==> config.mk <==
export PLATFORM = sky130hd
export DESIGN_NAME = mac_sequencer
export DESIGN_NICKNAME = d
export VERILOG_FILES = /design/src/rtl/mac_sequencer.sv
export SDC_FILE = /design/constraint.sdc
export NUM_CORES = 1
export LEC_CHECK = 0
export BUFFER_PORTS_ARGS = -buffer_cell sky130_fd_sc_hd__buf_2
export CAP_MARGIN = 25
export CORE_ASPECT_RATIO = 1.2
export CORE_MARGIN = 4
export CORE_UTILIZATION = 46
export CTS_BUF_LIST = sky130_fd_sc_hd__clkbuf_8
export CTS_CLUSTER_SIZE = 24
export DETAILED_ROUTE_END_ITERATION = 6
export GPL_TIMING_DRIVEN = 1
export PLACE_DENSITY = 0.81
export SLEW_MARGIN = 15
export SYNTH_ARGS = -nofsm -noshare
export SYNTH_HDL_FRONTEND = slang
export SYNTH_SLANG_ARGS = --single-unit
==> constraint.sdc <==
create_clock -name i_CLK -period 2.2 [get_ports i_CLK]
set_clock_uncertainty 0.05 [all_clocks]
set_input_delay 0.11 -clock i_CLK [delete_from_list [all_inputs] [get_ports i_CLK]]
set_output_delay 0.11 -clock i_CLK [all_outputs]
set_load 0.02 [all_outputs]
==> src/rtl/mac_sequencer.sv <==
// Dot-product job controller: clears the MAC, streams LEN weight/data pairs into it
// with one-cycle enables, then captures and holds the final accumulation.
module mac_sequencer #(
  parameter int INPUT_WIDTH  = 8,
  parameter int OUTPUT_WIDTH = 32,
  parameter int LEN_WIDTH    = 8
) (
  input  logic                    i_CLK,
  input  logic                    i_RST,
  input  logic                    i_START,
  input  logic [LEN_WIDTH-1:0]    i_LEN,
  output logic                    o_BUSY,
  input  logic                    i_VALID,
  input  logic [INPUT_WIDTH-1:0]  i_WEIGHT,
  input  logic [INPUT_WIDTH-1:0]  i_DATA,
  output logic                    o_READY,
  output logic                    o_MAC_CLR,
  output logic                    o_MAC_EN,
  output logic [INPUT_WIDTH-1:0]  o_WEIGHT,
  output logic [INPUT_WIDTH-1:0]  o_DATA,
  input  logic [OUTPUT_WIDTH-1:0] i_ACCUMULATE,
  output logic [OUTPUT_WIDTH-1:0] o_RESULT,
  output logic                    o_RESULT_VALID,
  input  logic                    i_RESULT_READY
);

  typedef enum logic [2:0] {
    S_IDLE,
    S_CLEAR,
    S_STREAM,
    S_DRAIN,
    S_DONE
  } state_t;

  state_t                  state_reg, state_next;
  logic [LEN_WIDTH-1:0]    remaining_reg, remaining_next;
  logic [INPUT_WIDTH-1:0]  weight_reg, weight_next;
  logic [INPUT_WIDTH-1:0]  data_reg, data_next;
  logic                    mac_en_reg, mac_en_next;
  logic [OUTPUT_WIDTH-1:0] result_reg, result_next;

  always_ff @(posedge i_CLK) begin
    if (i_RST) begin
      state_reg     <= S_IDLE;
      remaining_reg <= '0;
      weight_reg    <= '0;
      data_reg      <= '0;
      mac_en_reg    <= 1'b0;
      result_reg    <= '0;
    end else begin
      state_reg     <= state_next;
      remaining_reg <= remaining_next;
      weight_reg    <= weight_next;
      data_reg      <= data_next;
      mac_en_reg    <= mac_en_next;
      result_reg    <= result_next;
    end
  end

  // Operands and enable default to zero so the MAC only ever sees a pair for the
  // single cycle following its acceptance.
  always_comb begin
    state_next     = state_reg;
    remaining_next = remaining_reg;
    weight_next    = '0;
    data_next      = '0;
    mac_en_next    = 1'b0;
    result_next    = result_reg;
    case (state_reg)
      S_IDLE: begin
        if (i_START) begin
          remaining_next = i_LEN;
          state_next     = S_CLEAR;
        end
      end
      S_CLEAR: begin
        if (remaining_reg == '0) begin
          result_next = '0;
          state_next  = S_DONE;
        end else begin
          state_next = S_STREAM;
        end
      end
      S_STREAM: begin
        if (i_VALID) begin
          weight_next    = i_WEIGHT;
          data_next      = i_DATA;
          mac_en_next    = 1'b1;
          remaining_next = remaining_reg - 1'b1;
          if (remaining_reg == LEN_WIDTH'(1)) state_next = S_DRAIN;
        end
      end
      S_DRAIN: begin
        // The accumulate input already folds in the last pair presented this cycle.
        result_next = i_ACCUMULATE;
        state_next  = S_DONE;
      end
      S_DONE: begin
        if (i_RESULT_READY) state_next = S_IDLE;
      end
      default: state_next = S_IDLE;
    endcase
  end

  assign o_BUSY         = (state_reg != S_IDLE);
  assign o_READY        = (state_reg == S_STREAM);
  assign o_MAC_CLR      = (state_reg == S_CLEAR);
  assign o_MAC_EN       = mac_en_reg;
  assign o_WEIGHT       = weight_reg;
  assign o_DATA         = data_reg;
  assign o_RESULT       = result_reg;
  assign o_RESULT_VALID = (state_reg == S_DONE);

endmodule

# Yosys cells after proc, flatten, opt, wreduce, memory -nomap -nowiden
# Index checks and enable logic that the tools add are counted.
# word_totals
output_inout_bits,53
regBits,60
inputBits,61
wordCells,41
# op_classes
add_sub_neg,1
n_reduce_logical,10
n_bitwise,2
eq_ne,10
n_mux,12
# op_table
cell,n
32-bit one-hot mux with 2 select lines,1
32-bit two-way mux,1
8-bit two-way mux,2
8-bit one-hot mux with 2 select lines,1
3-bit two-way mux,5
3-bit one-hot mux with 5 select lines,1
8-bit by 1-bit == test with 1-bit output (second input constant),1
8-bit zero test,1
8-bit by 1-bit subtractor with 8-bit output (second input constant),1
3-bit by 2-bit == test with 1-bit output (second input constant),2
2-bit by 1-bit inequality test with 1-bit output (second input constant),3
2-bit inequality test (second input constant),2
4-bit AND reduction,1
2-bit nonzero test,2
3-bit by 1-bit == test with 1-bit output (second input constant),1
3-bit == test (second input constant),1
3-bit zero test,1
3-bit AND reduction,1
3-bit nonzero test,1
3-bit OR reduction,1
1-bit inverter,2
2-bit AND reduction,1
2-bit OR reduction,1
1-bit two-way mux,1

# Longest topological paths before layout
# Gate-level depths: netlist of run 1.
# depth
depth_word,4
mapped_depth,7
mapped_depth_nobuf,6

# Least setup slack after synthesis of run 1
# OpenSTA, ideal clock, no wires.
# synth_timing
kind,reg2reg
from,reg state_reg[0]
to,reg remaining_reg[4]
arrival_ps,1508
period_less_slack_ps,1690
setup_ps,132
n_path_buf,2
t_required_ps,2018
path_slack_ps,510
stages_incl_launch_ff,8
path_cell_list,dfxtp_1 buf_2 or3b_1 buf_6 inv_2 mux2_1 nand2_1 a21oi_1
# synth_via
elab_chain_len,3
word_cells_on_any_way,7
classes_between,eq/ne (3); mux (1); reduce/logical (3)
# synth_lines
element,line_no,rtl
"start, declared",35,"state_t state_reg, state_next;"
"start signal, assigned",51,state_reg <= state_next;
3-bit by 2-bit == test with 1-bit output (*),-,
net o_READY,16,"output logic o_READY,"
2-bit inequality test (no source line) or 2-bit nonzero test (tied branches),-,
3-bit AND reduction (no source line),-,
"end signal, assigned",52,remaining_reg <= remaining_next;
"end, declared",36,"logic [LEN_WIDTH-1:0] remaining_reg, remaining_next;"
# Mark *: on every way through the listed nets, which the timed path passes. The rest lies on a longest branch.
# A chain may end at the register's enable or synchronous reset.

# Final worst setup path of run 1
# layout_timing
from,reg remaining_reg[0]
to,reg result_reg[28] (netlist: o_RESULT[28])
# layout_via
elab_chain_len,3
# layout_lines
element,line_no,rtl
8-bit zero test,77,if (remaining_reg == '0) begin
2-bit by 1-bit inequality test with 1-bit output (no source line),-,
2-bit AND reduction (no source line),-,
"end signal, assigned",56,result_reg <= result_next;
"end, declared",40,"logic [OUTPUT_WIDTH-1:0] result_reg, result_next;"
# No other way between the ends.

==> results of run 1 <==
## worst max-delay path: cells and delay by family (launching register included)
kind                     cells  cell delay (ns)
buffers and inverters        1             0.10
AO/OA/AOI/OAI                3             1.11
adder cells (fa/ha/maj)      1             0.20
flip-flops                   1             0.39
## report_power, final
part           internal [mW]  switching, mW  total [mW]
combinational          0.285          0.336       0.621
clock                  0.658          0.406        1.06
sequential              1.16         0.0633        1.22
total                   2.10          0.806        2.90
## area by class of cell
cell class	instances	area, um2	share of cell area, %
Tap cell	58	72.6	2.09
Multi-Input combinational cell	124	886	25.5
Clock inverter	6	80.1	2.31
Clock buffer	10	138	3.97
Sequential cell	60	1200	34.6
Inverter	4	15.0	0.433
Timing Repair Buffer	165	1080	31.1
## metal layers
metal	part of all wire (%)	wire length, um	vias up	global-route usage [%]
met5	0	0	-	0
met4	2.8	188	0	10.9
met3	8.3	554	20	9.20
met2	48	3210	107	36.9
met1	41	2690	1015	26.2
li1	-	-	1051	-
## cell usage after synthesis (2+ instances only)
cell,instances
nor2b_1,2
dfxtp_1,60
mux2i_1,2
o21ai_0,4
ha_1,3
clkbuf_1,6
a22o_1,32
a21oi_1,7
nand3_1,5
a31oi_1,3
a21o_1,3
nand2b_1,5
inv_1,3
and2_1,16
nor2_1,11
nor3_1,7
buf_2,4
or3_1,2
buf_6,3
nand2_1,5
## repair_timing
item,4_1_cts,5_1_grt
hold buffers,49,0
setup endpoints to repair,0,0
endpoints found under the hold margin,49,0
## through the flow
step / utilization (%) / hold slack [ns] / power, mW
floorplan: - / 0.182 / 1.62
global placement: 60.1 / 0.259 / 1.77
detailed placement: 60.1 / 0.263 / 1.78
CTS: 75.5 / 0.00597 / 2.91
global route: 75.5 / 0.0164 / 3.05
finish: 75.5 / 0.0244 / 2.90
## worst min path at each step
stage                       end
2_1_floorplan         o_DATA[0]
3_3_place_gp        o_WEIGHT[1]
3_5_place_dp        o_WEIGHT[3]
4_1_cts        remaining_reg[7]
5_1_grt        remaining_reg[7]
6_report       remaining_reg[7]
## kinds of logic (layout without fill, tap and decap cells)
logic type	Yosys count	in the layout	share of synthesized area, %
simple gates	62	62	17.2
compound gates	56	56	20.0
buf+inv	18	185	4.53
fa+ha+maj	3	3	1.72
flops	60	60	55.1
mux	3	3	1.44
==> impl_metrics.toml, run 1 <==
[place]
globalplace.congestion = 0.819
port-buffer-count = 113
dpl_worst_slack_ns = 0.375
dp_hpwl_um = 3690
placedCellCount = 362
post_dp_cell_area_um2 = 2760

[worst_setup_path]
path_class = "flip-flop to flip-flop"
r2r_cells = 5
path_cells = "inv_1 -> ha_1 -> a31oi_1 -> o21ba_2 -> a22o_1"
rrSetupSlack_ns = 0.26
cpPeakStageDelay_ns = 0.62
critPathRequiredTime_ns = 2.41
end_kind = "flip-flop"
critPathLaunchType = "flip-flop"
cp-startpoint = "remaining_reg[0]"
worstPathArrival_ns = 2.14
r2r-start = "remaining_reg[0]"
critical_path.max_fanout = 32
r2r-end = "o_RESULT[28]"
crit_path_end = "o_RESULT[28]"
cp_slowest_cell = "o21ba_2"

[global_route]
grt.total_usage_pct = 22.9
antenna_found_initial = 0
grt_pass1_vias = 2161
grt-ovfl-total = 0
grt_max_degree = 33
grt_pass1_wl_um = 10700

[job]
drv_cap = 0

[drt]
drc = 0
routed_via_density = 5.14
drtPass1Iterations = 4
wl_um = 6640
drtIter0Drc = 132
final_antenna_net_count = 0
num_vias = 2193
wire_per_inst_um = 15.5

[sta]
min_period_ns = 1.94
max_freq_mhz = 517
setup_viol = 0
tightest_slew_ns = 0.693
fin_ws_ns = 0.264
period_share_pct = 88.0
setup_tns_ns = 0
finalHoldViolCount = 0
slew_headroom_pct = 53.8
rsz0062_at_grt = "no"
slew_violations = 0

[die]
dieArea_um2 = 5910
rows = 27
dieHeight_um = 83.4
io_pins = 114
initial_core_util_pct = 47.4
coreArea_um2 = 4590
die_w_um = 70.8

[clocking]
cts_resized = 0
root_buffer = "clkbuf_8"
clock-sinks = 60
worstSkewPairLatency_ns = 0.33
clk_pin_slew_ns = 0.06
cts_setup_buffers = 0
cts_buffer_depth = 2
cts_tree = "done"
cts-buffers-inserted = 9
htree_levels = 3

[final_layout]
stdcell_count = 427
nFillCells = 307
final_common_cell = "buf_2"
design_area_um2 = 3470
largest_register_ffs = 32
layout_common_cells = "buf_2 (113), dfxtp_1 (60), dlygate4sd3_1 (49)"
drive_gt1_share_pct = 36.9
fin_nets = 428
antenna_cells = 0
area_delta_synth_final_pct = 59.2

[hold_path]
min_delay_path_depth = 3
hold_path.startpoint = "i_LEN[7]"
hold_path.class = "primary input to flip-flop"

[synthesis]
async_flop_share_pct = 0
netlist_instances = 202
yosys_warnings = 0
synth_seq_cells = 60
syn-num-nets = 266
seq_area_frac_synth_pct = 55.1
yosysTopAreaCell = "dfxtp_1"
yosys-top-cells-area = "dfxtp_1 (55%), a22o_1 (13%), and2_1 (4.6%)"
synth_top_area_share_pct = 55.1
yosysUniqueCellTypes = 39
ys.flop_type = "dfxtp_1"
synth_edf_count = 0
avgSynthCellArea_um2 = 10.8
syn_area_um2 = 2180

[status]
status = "completed"

[pwr]
p_leak_nw = 1.69
vdd_drop_max_v = 0.000586
p_per_area_nw_per_um2 = 837
Power figures use the tool's default switching activity.
==> inputs of run 2 (changes only) <==
Settings changed: BUFFER_PORTS_ARGS -buffer_cell sky130_fd_sc_hd__buf_2 to -buffer_cell sky130_fd_sc_hd__buf_4, CORE_UTILIZATION 46 to 44, CTS_BUF_LIST sky130_fd_sc_hd__clkbuf_8 to sky130_fd_sc_hd__clkbuf_16, PLACE_DENSITY 0.81 to 0.78.
==> run 2 against run 1 <==
Effect of this change:
- clock power is 62% higher
- worst hold slack better by 0.00096 ns
- largest power group is now clock
- via count is 1.0% higher
- critical path depth is 2 lower
- sequential power hardly changed
- non-clock buffer count stayed put
- combinational power is 12% higher
- wire length is 15% higher
- utilization is 7.5 points higher
==> impl_metrics.toml, run 2 (synthesized netlist as in run 1, its figures left out) <==
[pwr]
p_seq_share_pct = 33.7
p_comb_share_pct = 19.0
switching_share_pct = 25.4
cellInternalPower_mw = 2.72
vdd_drop_max_v = 0.000894
switchingPower_mw = 0.926
clkPwrFrac_pct = 47.3
p_per_area_nw_per_um2 = 935
p_leak_nw = 1.80

[drt]
drc = 0
routed_via_density = 5.19
wl_um = 7640
wire_per_inst_um = 17.9
drtPass1Iterations = 4
num_vias = 2216
final_antenna_net_count = 0
drtIter0Drc = 167

[global_route]
antenna_found_initial = 0
grt_pass1_vias = 2341
grt_pass1_wl_um = 11800
grt-ovfl-total = 0
grt.total_usage_pct = 25.3
grt_max_degree = 33

[hold_path]
whs_endpoint = "remaining_reg[0]"
hold_path.startpoint = "i_LEN[0]"
min_delay_path_depth = 3
hold_path.class = "primary input to flip-flop"

[sta]
max_freq_mhz = 551
setup_viol = 0
setup_tns_ns = 0
slew_headroom_pct = 57.4
period_share_pct = 82.5
slew_violations = 0
whs_ns = 0.0253
rsz0062_at_grt = "no"
tightest_slew_ns = 0.635
min_period_ns = 1.82
finalHoldViolCount = 0

[clocking]
root_buffer = "clkbuf_16"
clock-sinks = 60
cts-buffers-inserted = 9
htree_levels = 3
worstSkewPairLatency_ns = 0.32
cts_tree = "done"
clk_pin_slew_ns = 0.05
cts_buffer_depth = 2
cts_resized = 0

[die]
rows = 27
die_w_um = 72.3
io_pins = 114
dieArea_um2 = 6150
coreArea_um2 = 4700
dieHeight_um = 85.1
initial_core_util_pct = 46.4

[worst_setup_path]
r2r-start = "state_reg[2]"
critPathRequiredTime_ns = 2.41
end_kind = "flip-flop"
worstPathArrival_ns = 2.03
r2r_cells = 3
critPathLaunchType = "flip-flop"
r2r-end = "o_WEIGHT[6]"
critical_path.max_fanout = 17
cp-startpoint = "state_reg[2]"
rrSetupSlack_ns = 0.38
path_class = "flip-flop to flip-flop"

[final_layout]
antenna_cells = 0
design_area_um2 = 3900
area_delta_synth_final_pct = 78.9
final_common_cell = "buf_4"
largest_register_ffs = 32
drive_gt1_share_pct = 37.4
layout_common_cells = "buf_4 (117), dfxtp_1 (60), dlygate4sd3_1 (48)"
fin_nets = 428

[job]
drv_cap = 0

[place]
port-buffer-count = 113
globalplace.congestion = 0.864
post_dp_cell_area_um2 = 3050
dp_hpwl_um = 4060

[status]
status = "completed"
[run 2: cell types whose count changed in the layout (fill, tap and decap cells not counted), moves of 2 or more]
cell       previous run  this run
buf_2               113         0
buf_4                 3       117
bufinv_16             2         4
clkbuf_16             0         9
clkbuf_8             10         0
[run 2: worst max-delay path: stages, from the launching register on]
cell and delay [ns]:
dfxtp_1 0.38, or3b_1 0.58, nor3b_4 0.53, and2_1 0.21
[run 2: repair_timing]
action / 4_1_cts / 5_1_grt
hold endpoints to repair: 48 / 0
hold buffers: 48 / 0
buffers inserted: 0 / 0
[run 2: cell type report]
cell class                      count  area, um2
Timing Repair Buffer              165       1360
Clock buffer                        9        225
Inverter                            4       15.0
Tap cell                           58       72.6
Sequential cell                    60       1200
Clock inverter                      7        140
Fill cell                         260        797
Multi-Input combinational cell    124        886
[run 2: power by group through the flow]
stage	Combinational [mW]	Clock, mW	Sequential (mW)
finish	0.693	1.72	1.23
global route	0.753	1.80	1.23
CTS	0.679	1.72	1.22
detailed placement	0.602	0	1.24
global placement	0.593	0	1.24
floorplan	0.355	0	1.26
[run 2: worst max path at each step]
stage          slack, ns  cells after the start          endpoint
2_1_floorplan       0.51                      7  remaining_reg[4]
3_3_place_gp        0.45                      5  remaining_reg[4]
3_5_place_dp        0.41                      3       o_WEIGHT[1]
4_1_cts             0.37                      3           o_READY
5_1_grt             0.24                      3         o_DATA[5]
6_report            0.38                      3       o_WEIGHT[6]
[run 2: metrics by stage]
stage                     util [%]  setup slack, ns  power [mW]  instances
after floorplan                  -            0.510        1.62        202
after global placement        65.0            0.453        1.83        363
after detailed placement      65.0            0.406        1.85        363
after CTS                     83.0            0.374        3.62        427
after global routing          83.0            0.240        3.78        427
final                         83.0            0.384        3.64        427
[run 2: layer usage]
layer  vias up  GRT usage, %  wire length [um]
li1       1057             -                 -
met2        87          45.7              4170
met3        18          5.21               459
met1      1054          27.1              2800
met5         -             0                 0
met4         0          13.0               208
==> inputs of run 3 (changes only) <==
Clock period 2.2 ns to 1.85 ns, I/O delays scaled along.
==> run 3 against run 2 <==
Effect of this change:
- combinational power is 26% higher
- die area stayed put
- power is 3.3% higher
- worst setup slack got worse by 0.29 ns
- highest routed layer unchanged
==> impl_metrics.toml, run 3 (synthesized netlist as in run 1, its figures left out) <==
[status]
status = "completed"

[drt]
routed_via_density = 5.22
final_antenna_net_count = 0
num_vias = 2256
drtIter0Drc = 123
wire_per_inst_um = 17.1
drtPass1Iterations = 6
wl_um = 7380
drc = 0

[global_route]
grt_max_degree = 33
grt.total_usage_pct = 24.5
grt-ovfl-total = 0
grt_pass1_vias = 2312
antenna_found_initial = 0
grt_pass1_wl_um = 11600

[hold_path]
min_delay_path_depth = 3
whs_endpoint = "remaining_reg[0]"
hold_path.startpoint = "i_LEN[0]"
hold_path.class = "primary input to flip-flop"

[sta]
min_period_ns = 1.76
whs_ns = 0.0225
max_freq_mhz = 569
finalHoldViolCount = 0
setup_viol = 0
tightest_slew_ns = 0.410
setup_tns_ns = 0
slew_violations = 0
rsz0062_at_grt = "no"
slew_headroom_pct = 72.7
period_share_pct = 95.1

[die]
initial_core_util_pct = 46.4
die_w_um = 72.3
io_pins = 114
dieArea_um2 = 6150
coreArea_um2 = 4700
rows = 27
dieHeight_um = 85.1

[job]
drv_cap = 0

[worst_setup_path]
critPathRequiredTime_ns = 1.71
cp-startpoint = "state_reg[2]"
rrSetupSlack_ns = 0.13
cpPeakStageDelay_ns = 0.56
path_class = "flip-flop to output port"
cp_top_family = "simple AND/OR/NAND/NOR gates"
cp_slowest_cell = "or3b_1"
critPathBufInv = 3
r2r-end = "o_RESULT[25]"
r2r_cells = 4
worstPathArrival_ns = 1.62
end_kind = "output port"
cpMostUsedCell = "buf_4"
critical_path.max_fanout = 8
critPathLaunchType = "flip-flop"
r2r-start = "remaining_reg[3]"
path_cells = "or3b_1 -> inv_2 -> buf_4 -> buf_4"

[clocking]
root_buffer = "clkbuf_16"
clk_pin_slew_ns = 0.05
worstSkewPairLatency_ns = 0.32
htree_levels = 3
clock-sinks = 60
cts-buffers-inserted = 9
cts_setup_buffers = 0
cts_buffer_depth = 2
cts_tree = "done"

[final_layout]
area_delta_synth_final_pct = 76.7
drive_gt1_share_pct = 37.7
final_common_cell = "buf_4"
largest_register_ffs = 32
fin_nets = 433
nFillCells = 271
layout_common_cells = "buf_4 (121), dfxtp_1 (60), dlygate4sd3_1 (48)"
antenna_cells = 0

[place]
dp_hpwl_um = 4280
globalplace.congestion = 0.817
port-buffer-count = 113

[pwr]
vdd_drop_max_v = 0.000829
p_per_area_nw_per_um2 = 977
p_leak_nw = 1.78
## run 3: cell count changes in the layout (fill, tap and decap cells not counted)
cell and change:
clkinv_1 +1, buf_4 +4, clkinv_4 -1, bufinv_16 -4
o21ba_2 -1, clkinv_2 +2, o21ba_4 +1, buf_12 +1
clkinvlp_4 +1, inv_1 +1
## run 3: worst max-delay path by stage
stage | endpoint | slack (ns) | depth (start not counted)
floorplan | remaining_reg[4] | 0.16 | 7
global placement | o_RESULT[21] | 0.08 | 5
detailed placement | o_RESULT[3] | 0.03 | 5
CTS | o_RESULT[3] | 0.008 | 5
global route | o_RESULT[25] | 0.002 | 4
finish | o_READY | 0.09 | 4
## run 3: what timing repair did
action                                 CTS  global route
gates resized for setup                  0             1
setup endpoints to repair                0            32
hold buffers                            48             0
endpoints found under the hold margin   48             0
## run 3: through the flow
step           utilization, %  power [mW]  setup WS, ns  instances  cell area (um2)
6_report                 82.0        3.76        0.0911        432             3850
3_5_place_dp             66.1        2.23        0.0269        368             3100
5_1_grt                  82.0        3.93       0.00236        432             3850
2_1_floorplan               -        1.92         0.160        202             2180
4_1_cts                  81.9        3.75       0.00831        432             3840
3_3_place_gp             66.1        2.22        0.0778        368             3100
## run 3: routing by layer
layer	GRT usage [%]	vias to the layer above	wire, um
met5	0	-	0
met4	11.1	0	164
met3	6.04	20	495
met2	43.8	95	3990
met1	26.8	1084	2730
li1	-	1057	-
## run 3: power breakdown
part	internal, mW	switching [mW]	leakage (nW)
registers	1.38	0.0702	0.486
clock network	0.884	0.561	0.131
logic	0.442	0.429	1.17
total	2.70	1.06	1.78
## run 3: worst reg2reg max path, cell delays in order, from the launching register on
cell     delay, ns
dfxtp_1       0.38
nor4_4        0.39
a31oi_1       0.19
o21ba_4       0.35
a22o_1        0.25
## run 3: layout make-up
type                       count  area (um2)  area share, %
clock buffer                   9         225           5.85
multi-input combinational    124         892           23.2
tap                           58        72.6           1.88
inverter                       4        15.0          0.390
timing repair buffer         170        1410           36.6
sequential                    60        1200           31.2
clock inverter                 7        36.3          0.942
